--- src/rtl/mdu_pkg.sv ---
// Shared constants, op encodings and FSM state type for the sequential
// 16-bit multiply/divide unit.
package mdu_pkg;

  localparam int MDU_W    = 16;
  localparam int MDU_ITER = 16;

  localparam logic OP_MULTU = 1'b0;
  localparam logic OP_DIVU  = 1'b1;

  typedef enum logic [1:0] {
    IDLE = 2'd0,
    RUN  = 2'd1,
    DONE = 2'd2
  } state_t;

endpackage

--- src/rtl/mdu_seq16_if.sv ---
// Request/result bundle between the control unit (master) and the MDU (slave).
interface mdu_seq16_if;

  logic        start;
  logic        op;
  logic [15:0] a;
  logic [15:0] b;
  logic        busy;
  logic        done;
  logic [15:0] hi;
  logic [15:0] lo;
  logic        div_by_zero;

  modport master (
    output start, op, a, b,
    input  busy, done, hi, lo, div_by_zero
  );

  modport slave (
    input  start, op, a, b,
    output busy, done, hi, lo, div_by_zero
  );

endinterface

--- src/rtl/mdu_addsub17.sv ---
// Combinational 17-bit add/subtract shared by the multiply and divide steps.
// For subtraction cout is the inverted borrow (1 = no borrow).
module mdu_addsub17 (
  input  logic [16:0] x,
  input  logic [16:0] y,
  input  logic        sub,
  output logic [16:0] result,
  output logic        cout
);

  logic [16:0] y_eff;

  assign y_eff = sub ? ~y : y;
  assign {cout, result} = {1'b0, x} + {1'b0, y_eff} + {17'd0, sub};

endmodule

--- src/rtl/mdu_seq16.sv ---
// Sequential 16-bit unsigned MULTU/DIVU, one bit per clock, HI/LO results.
// Define MDU_DIVIDE_EN to build the restoring divider; otherwise DIVU returns zeros.
module mdu_seq16
  import mdu_pkg::*;
(
  input  logic          clk,
  input  logic          rst,
  mdu_seq16_if.slave    bus
);

  state_t      state_reg;
  logic [3:0]  count_reg;
  logic [15:0] opnd_reg;      // multiplicand for MULTU, divisor for DIVU
  logic [15:0] work_hi_reg;   // acc / partial remainder
  logic [15:0] work_lo_reg;   // mq / quotient
  logic [15:0] hi_reg;
  logic [15:0] lo_reg;
  logic        busy_reg;
  logic        done_reg;
  logic        dbz_reg;
`ifdef MDU_DIVIDE_EN
  logic        op_reg;
  logic [16:0] shifted;
`endif

  logic [16:0] as_x;
  logic [16:0] as_y;
  logic        as_sub;
  logic [16:0] as_res;
  logic        as_cout;

  logic [15:0] acc_new;
  logic        c_new;
  logic [15:0] work_hi_next;
  logic [15:0] work_lo_next;

  mdu_addsub17 u_addsub (
    .x      (as_x),
    .y      (as_y),
    .sub    (as_sub),
    .result (as_res),
    .cout   (as_cout)
  );

  always_comb begin
    as_x   = {1'b0, work_hi_reg};
    as_y   = {1'b0, opnd_reg};
    as_sub = 1'b0;
`ifdef MDU_DIVIDE_EN
    shifted = {work_hi_reg, work_lo_reg[15]};
    if (op_reg == OP_DIVU) begin
      as_x   = shifted;
      as_sub = 1'b1;
    end
`endif
  end

  always_comb begin
    // Operands are zero-extended, so the sum never reaches cout; folding it in is harmless.
    acc_new      = work_lo_reg[0] ? as_res[15:0] : work_hi_reg;
    c_new        = work_lo_reg[0] & (as_res[16] | as_cout);
    work_hi_next = {c_new, acc_new[15:1]};
    work_lo_next = {acc_new[0], work_lo_reg[15:1]};
`ifdef MDU_DIVIDE_EN
    if (op_reg == OP_DIVU) begin
      work_hi_next = as_cout ? as_res[15:0] : shifted[15:0];
      work_lo_next = {work_lo_reg[14:0], as_cout};
    end
`endif
  end

  always_ff @(posedge clk) begin
    if (rst) begin
      state_reg   <= IDLE;
      count_reg   <= 4'd0;
      opnd_reg    <= 16'd0;
      work_hi_reg <= 16'd0;
      work_lo_reg <= 16'd0;
      hi_reg      <= 16'd0;
      lo_reg      <= 16'd0;
      busy_reg    <= 1'b0;
      done_reg    <= 1'b0;
      dbz_reg     <= 1'b0;
`ifdef MDU_DIVIDE_EN
      op_reg      <= OP_MULTU;
`endif
    end else begin
      done_reg <= 1'b0;
      case (state_reg)
        IDLE, DONE: begin
          if (bus.start) begin
            count_reg   <= 4'd0;
            dbz_reg     <= 1'b0;
            work_hi_reg <= 16'd0;
            work_lo_reg <= (bus.op == OP_DIVU) ? bus.a : bus.b;
            opnd_reg    <= (bus.op == OP_DIVU) ? bus.b : bus.a;
`ifdef MDU_DIVIDE_EN
            op_reg      <= bus.op;
            if (bus.op == OP_DIVU && bus.b == 16'd0) begin
              hi_reg    <= bus.a;
              lo_reg    <= 16'hFFFF;
              dbz_reg   <= 1'b1;
              done_reg  <= 1'b1;
              busy_reg  <= 1'b0;
              state_reg <= DONE;
            end else begin
              busy_reg  <= 1'b1;
              state_reg <= RUN;
            end
`else
            if (bus.op == OP_DIVU) begin
              hi_reg    <= 16'd0;
              lo_reg    <= 16'd0;
              done_reg  <= 1'b1;
              busy_reg  <= 1'b0;
              state_reg <= DONE;
            end else begin
              busy_reg  <= 1'b1;
              state_reg <= RUN;
            end
`endif
          end else begin
            busy_reg  <= 1'b0;
            state_reg <= IDLE;
          end
        end
        RUN: begin
          work_hi_reg <= work_hi_next;
          work_lo_reg <= work_lo_next;
          count_reg   <= count_reg + 4'd1;
          if (count_reg == 4'(MDU_ITER - 1)) begin
            hi_reg    <= work_hi_next;
            lo_reg    <= work_lo_next;
            done_reg  <= 1'b1;
            busy_reg  <= 1'b0;
            state_reg <= DONE;
          end
        end
        default: begin
          busy_reg  <= 1'b0;
          state_reg <= IDLE;
        end
      endcase
    end
  end

  assign bus.busy        = busy_reg;
  assign bus.done        = done_reg;
  assign bus.hi          = hi_reg;
  assign bus.lo          = lo_reg;
  assign bus.div_by_zero = dbz_reg;

endmodule

--- src/flat_wrapper.sv ---
// flat-port wrapper written by rule: the top's interface ports become plain ports
module mdu_seq16_flat import mdu_pkg::*;
  (clk, rst, bus_start, bus_op, bus_a, bus_b, bus_busy, bus_done, bus_hi, bus_lo, bus_div_by_zero);
  mdu_seq16_if bus_i ();
  input  logic clk;
  input  logic rst;
  input wire logic [$bits(bus_i.start)-1:0] bus_start;
  input wire logic [$bits(bus_i.op)-1:0] bus_op;
  input wire logic [$bits(bus_i.a)-1:0] bus_a;
  input wire logic [$bits(bus_i.b)-1:0] bus_b;
  output wire logic [$bits(bus_i.busy)-1:0] bus_busy;
  output wire logic [$bits(bus_i.done)-1:0] bus_done;
  output wire logic [$bits(bus_i.hi)-1:0] bus_hi;
  output wire logic [$bits(bus_i.lo)-1:0] bus_lo;
  output wire logic [$bits(bus_i.div_by_zero)-1:0] bus_div_by_zero;
  assign bus_i.start = bus_start;
  assign bus_i.op = bus_op;
  assign bus_i.a = bus_a;
  assign bus_i.b = bus_b;
  assign bus_busy = bus_i.busy;
  assign bus_done = bus_i.done;
  assign bus_hi = bus_i.hi;
  assign bus_lo = bus_i.lo;
  assign bus_div_by_zero = bus_i.div_by_zero;
  mdu_seq16 u_core (.clk(clk), .rst(rst), .bus(bus_i));
endmodule
--- config.mk ---
export PLATFORM = sky130hd
export DESIGN_NAME = mdu_seq16_flat
export DESIGN_NICKNAME = d
export VERILOG_FILES = /design/src/rtl/mdu_pkg.sv /design/src/rtl/mdu_seq16_if.sv /design/src/rtl/mdu_addsub17.sv /design/src/rtl/mdu_seq16.sv /design/src/flat_wrapper.sv
export SDC_FILE = /design/constraint.sdc
export NUM_CORES = 1
export LEC_CHECK = 0
export ABC_AREA = 1
export ABC_CLOCK_PERIOD_IN_PS = 4500
export CORE_MARGIN = 2
export CORE_UTILIZATION = 55
export DETAILED_ROUTE_END_ITERATION = 6
export DONT_BUFFER_PORTS = 1
export PLACE_DENSITY = 0.7
export SLEW_MARGIN = 20
export SYNTH_ARGS = -nofsm -noshare
export SYNTH_HDL_FRONTEND = slang
export SYNTH_SLANG_ARGS = --single-unit
--- constraint.sdc ---
create_clock -name clk -period 4.5 [get_ports clk]
set_clock_uncertainty 0.1 [all_clocks]
set_input_delay 1.35 -clock clk [delete_from_list [all_inputs] [get_ports clk]]
set_output_delay 1.35 -clock clk [all_outputs]
set_load 0.03 [all_outputs]
# --- After elaboration in Yosys (flattened, before gate mapping) ---
# Cells that the tools add are included.
classes:
  add_sub_neg: 2
  multipliers: 0
  n_div: 0
  magnitude_cmp: 0
  n_eq_ne: 6
  shifts: 0
  n_mux: 27
  bitwise_logic: 2
  n_reduce_logical: 6
op_table:
  columns: ["op", "count"]
  rows:
  - ["16-bit two-way mux", 9]
  - ["16-bit one-hot mux with 2 select lines", 4]
  - ["16-bit by 16-bit adder with 17-bit output", 1]
  - ["4-bit one-hot mux with 2 select lines", 1]
  - ["1-bit two-way mux", 6]
  - ["2-bit two-way mux", 3]
  - ["4-bit by 1-bit adder with 4-bit output (second input constant)", 1]
  - ["4-bit equality test (second input constant)", 1]
  - ["4-bit two-way mux", 1]
  - ["2-bit != test (second input constant)", 2]
  - ["1-bit one-hot mux with 2 select lines", 2]
  - ["2-bit one-hot mux with 2 select lines", 1]
  - ["2-bit AND reduction", 2]
  - ["4-bit AND reduction", 1]
  - ["2-bit by 1-bit equality test with 1-bit output (second input constant)", 1]
  - ["2-bit equality test (second input constant)", 1]
  - ["2-bit logical NOT", 1]
  - ["2-bit by 1-bit != test with 1-bit output (second input constant)", 1]
  - ["2-bit nonzero test", 1]
  - ["2-bit OR reduction", 1]
  - ["1-bit bitwise AND", 1]
  - ["1-bit bitwise OR (second input constant)", 1]
word_totals:
  reg_bits: 88
  latch_bits: 0
  ram_bits: 0
  mem_bits_ro: 0
  out_inout_bits: 35
  wordCells: 52
  n_memories: 0

# --- Depth between registers and ports, before layout ---
logic_depth:
  ltp_word: 5
  mapped_depth: 12

# --- Modules after synthesis ---
# Synthesis repeated with hierarchy kept, for this count alone.
hier_totals:
  cells_unflattened: 785
  hier_area_um2: 5074.9
by_module_without_submodules:
  columns: ["mod", "instances", "cells_per_inst", "area_each_um2", "seq_area_each_um2"]
  rows:
  - ["mdu_seq16", 1, 590, 3946.3, 1761.7]
  - ["mdu_addsub17", 1, 195, 1128.6, 0.0]

# --- Least setup slack after synthesis ---
# Ideal clock, no wire load.
synth_path:
  path_kind: "input to register"
  startpoint: "input port bus_start"
  endpoint: "register u_core.opnd_reg[13]"
  setup_ns: 0.128
  t_arrival_ns: 2.177
  slack_ns: 2.095
  stages: 7
  n_path_buf: 1
  path_cell_list: "nand2_2 inv_1 nand2_2 inv_2 buf_4 a221oi_1 nor2_1"
synth_via:
  elab_chain_cells: 1
synth_lines:
  columns: ["item", "line_no", "text"]
  rows:
  - ["from (decl)", "flat_wrapper.sv:7", "input wire logic [$bits(bus_i.start)-1:0] bus_start;"]
  - ["2-bit AND reduction (no source line)", null, null]
  - ["to (signal assigned)", "mdu_seq16.sv:96", "opnd_reg <= (bus.op == OP_DIVU) ? bus.b : bus.a;"]
  - ["to (decl)", "mdu_seq16.sv:13", "logic [15:0] opnd_reg;"]
# Every way passes these cells.
# A chain may end at the register's enable or synchronous reset.

# --- Worst setup path in the final report ---
layout_path:
  startpoint: "input port bus_start"
  endpoint: "register u_core.count_reg[2]"
layout_via:
  elab_chain_cells: 2
layout_lines:
  columns: ["item", "line_no", "text"]
  rows:
  - ["2-bit != test (no source line)", null, null]
  - ["2-bit AND reduction (no source line)", null, null]
  - ["to (signal assigned)", "mdu_seq16.sv:130", "count_reg <= count_reg + 4'd1;"]
  - ["to (decl)", "mdu_seq16.sv:12", "logic [3:0] count_reg;"]
# Every way passes these cells.

==> summary.md <==
| Metric | Value |
|---|---|
| Layout cells sized above 1 | `5.36%` |
| Ranking of synthesized cells by area | `dfxtp_1 38%, nand2_1 18%, a21oi_1 6.3%, inv_1 5.9%, ha_1 4.7%` |
| Post-synth design cell area | `0.00454 mm2` |
| Sequential power share | `53.6%` |
| Hold_buf cts | `0` |
| Root Driver | `clkbuf_8` |
| Port buffer count | `0` |
| Antenna violations before repair | `0` |
| CTS Sinks | `87` |
| Maximum VDD drop | `roughly 0.22 mV` |
| Hold Fails Final Rpt | `0` |
| Crit Path Category | `input pin to register` |
| Largest net degree at the start of global routing | `60` |
| Die Wd | `94.9 um` |
| Post-place setup slack | `1270 ps` |
| Vias in the first global route | `roughly 4000` |
| Critical path data arrival time | `3020 ps` |
| Comb pwr share | `10.5%` |
| Synth Instances | `approximately 670` |
| Yosys top cell by area | `dfxtp_1` |
| Syn_nets | `a little over 700` |
| Gpl congestion | `slightly below 0.9` |
| Synth warn | `0` |
| Core Rows | `33` |
| Syn avg cell area | `6.79 um2` |
| Core area | `0.00809 mm2` |
| IO Pins | `71` |
| Detail Route Antenna Nets | `0` |
| Die Footprint | `0.00900 mm2` |
| Clock-pin slew of the registers on the worst-case setup and hold paths | `around 90 ps` |
| Fin worst setup slack | `approximately 1600 ps` |
| Setup_tns | `0 ps` |
| First-pass GRT wire length | `18200 um` |
| Clock buffer depth | `2` |
| Top_reg_cell synth | `dfxtp_1` |
| Post-synth top area share | `38.3%` |
| Post-cts gate resize count | `0` |
| Count leader, synth | `nand2_1` |
| Critical path required time | `4670 ps` |
| Max-slew headroom | `32.4%` |
| Switching Fraction | `29.8%` |
| Remaining global-route overflow | `0` |
| Via Count | `just over 4000` |
| Post-synth EDFFs | `0` |
| Count of cell types in the netlist | `38` |
| H-tree depth | `3` |
| RSZ-0062 raised after global routing | `no` |
| Clock power frac | `a little over a third` |
| Initial DRC count | `between 150 and 200` |
| Commonest cells in the netlist | `214 x nand2_1, 87 x dfxtp_1, 71 x inv_1` |
| Hpwl dp | `7540 um` |
| Post-route minimum period | `2860 ps` |
| Sw power | `0.000478 W` |
| Status | `complete, no violations` |
| Setup violations, final | `0` |
| Int Pwr | `0.00113 W` |
| CP Max Fanout | `29` |
| DRT Pass-1 Iters | `5` |
| All-Layer GR Usage | `25.9%` |
| CTS tree | `yes` |
| Critical Path End Type | `register` |
| Slew Limit Fails | `0` |
| # diodes | `0` |
| Post-CTS Repair Setup Buffers | `0` |
| DR DRC count | `0` |
| Post-synth ARST share | `0%` |
| WHS | `375 ps` |
| Crit share post-route | `63.5%` |
| Die Span Y | `roughly 95 um` |
| Leakage power | `2.03 nW` |
| Final instance area | `0.00470 mm2` |
| Initial Util | `56.1%` |
| Area after DPL | `around 0.0045 mm2` |
| Routed wire length | `10900 um` |
| Hold/Removal Path Class | `register to register` |
| Seq/Total Area, Yosys | `approximately two fifths` |
| Worst-skew pair later-pin latency | `approximately 380 ps` |
| Number of max-cap violations | `0` |
| Fmax | `350 MHz` |
| # nets final | `702` |
| Synthesized flop and latch total | `87` |
| Placed Cells | `between 700 and 800` |
| Wire length per cell | `14.4 um` |
| Startpoint type of the worst setup path | `input pin` |
| Power Density | `341 mW/mm2` |
| Area delta synth->final | `3.58%` |
| Layout Cells excl Fill | `758` |
| Worst-Margin Slew | `approximately 1000 ps` |
| Via-to-Cell Ratio | `between 5 and 6` |
| Clock buffers created by TritonCTS | `9` |
==> power by group through the flow <==
stage                     logic, W  clock network (W)  registers, W
after floorplan           0.000156                  0      0.000863
after global placement    0.000163                  0      0.000877
after detailed placement  0.000167                  0      0.000877
after CTS                 0.000168           0.000582      0.000860
after global routing      0.000193           0.000618      0.000865
final                     0.000168           0.000576      0.000860
==> final timing paths <==
path	slack (ps)	cells past startpoint	to	from
setup reg to reg	1910	8	u_core.bus.lo[2]	u_core.state_reg[0]
hold reg to reg	380	1	u_core.count_reg[3]	u_core.count_reg[3]
hold / removal	380	1	u_core.count_reg[3]	u_core.count_reg[3]
setup / recovery	1640	5	u_core.count_reg[2]	bus_start
==> worst max-delay path, cell delays in order <==
cell      delay [ps]
nand2_2          270
nand2_2          190
inv_1            750
nand2_1          130
a221oi_1         320
==> cell type report <==
| class | count | area [um2] |
|---|---|---|
| sequential | 87 | 1740 |
| tap | 105 | 131 |
| clock inverter | 7 | 78.8 |
| multi-input combinational | 474 | 2340 |
| fill | 799 | 3390 |
| clock buffer | 9 | 124 |
| inverter | 76 | 285 |
==> stage by stage <==
| step | total power [W] | utilization, % |
|---|---|---|
| after CTS | 0.00161 | 58.1 |
| after global routing | 0.00168 | 58.1 |
| after global placement | 0.00104 | 55.6 |
| after detailed placement | 0.00104 | 55.6 |
| after floorplan | 0.00102 | - |
| final | 0.00160 | 58.1 |
==> per-layer routing <==
layer / GRT usage, % / vias to the layer above / part of all wire, %
li1: - / 2121 / -
met1: 32.2 / 1864 / 45
met2: 42.7 / 114 / 46
met3: 6.70 / 21 / 6.7
met4: 10.7 / 0 / 2.5
met5: 0 / - / 0
==> cells in the final DEF, fill, tap and decap left out, types with 2 or more instances in the layout <==
cell type,netlist,routed
clkbuf_8,0,9
nand2_2,5,5
xor2_1,2,2
a221oi_1,6,6
o2111ai_1,5,5
nand3_1,41,41
o22ai_1,2,2
a31oi_1,12,12
nand3b_1,2,2
a21oi_1,57,57
dfxtp_1,87,87
inv_1,71,71
nand4_1,6,6
nor3_1,5,5
nand2_1,214,214
a211oi_2,3,3
inv_6,0,2
or2_2,3,3
xnor2_1,2,2
nor2_1,53,53
inv_2,5,5
o21ai_0,24,24
clkinvlp_4,0,2
o211ai_1,4,4
ha_1,17,17
==> cells by family (layout without fill, tap and decap cells) <==
logic type / Yosys count / after routing / synth area share (%)
AOI/OAI and AO/OA: 118 / 118 / 15.3
xor gates and xnor gates: 4 / 4 / 0.771
adders and majority gates: 18 / 18 / 5.12
buffers and inverters: 108 / 92 / 10.1
DFF: 87 / 87 / 38.3
other: 1 / 1 / 0.0826
and+or+nand+nor: 333 / 333 / 30.3
(Power assumes the default switching activity.)
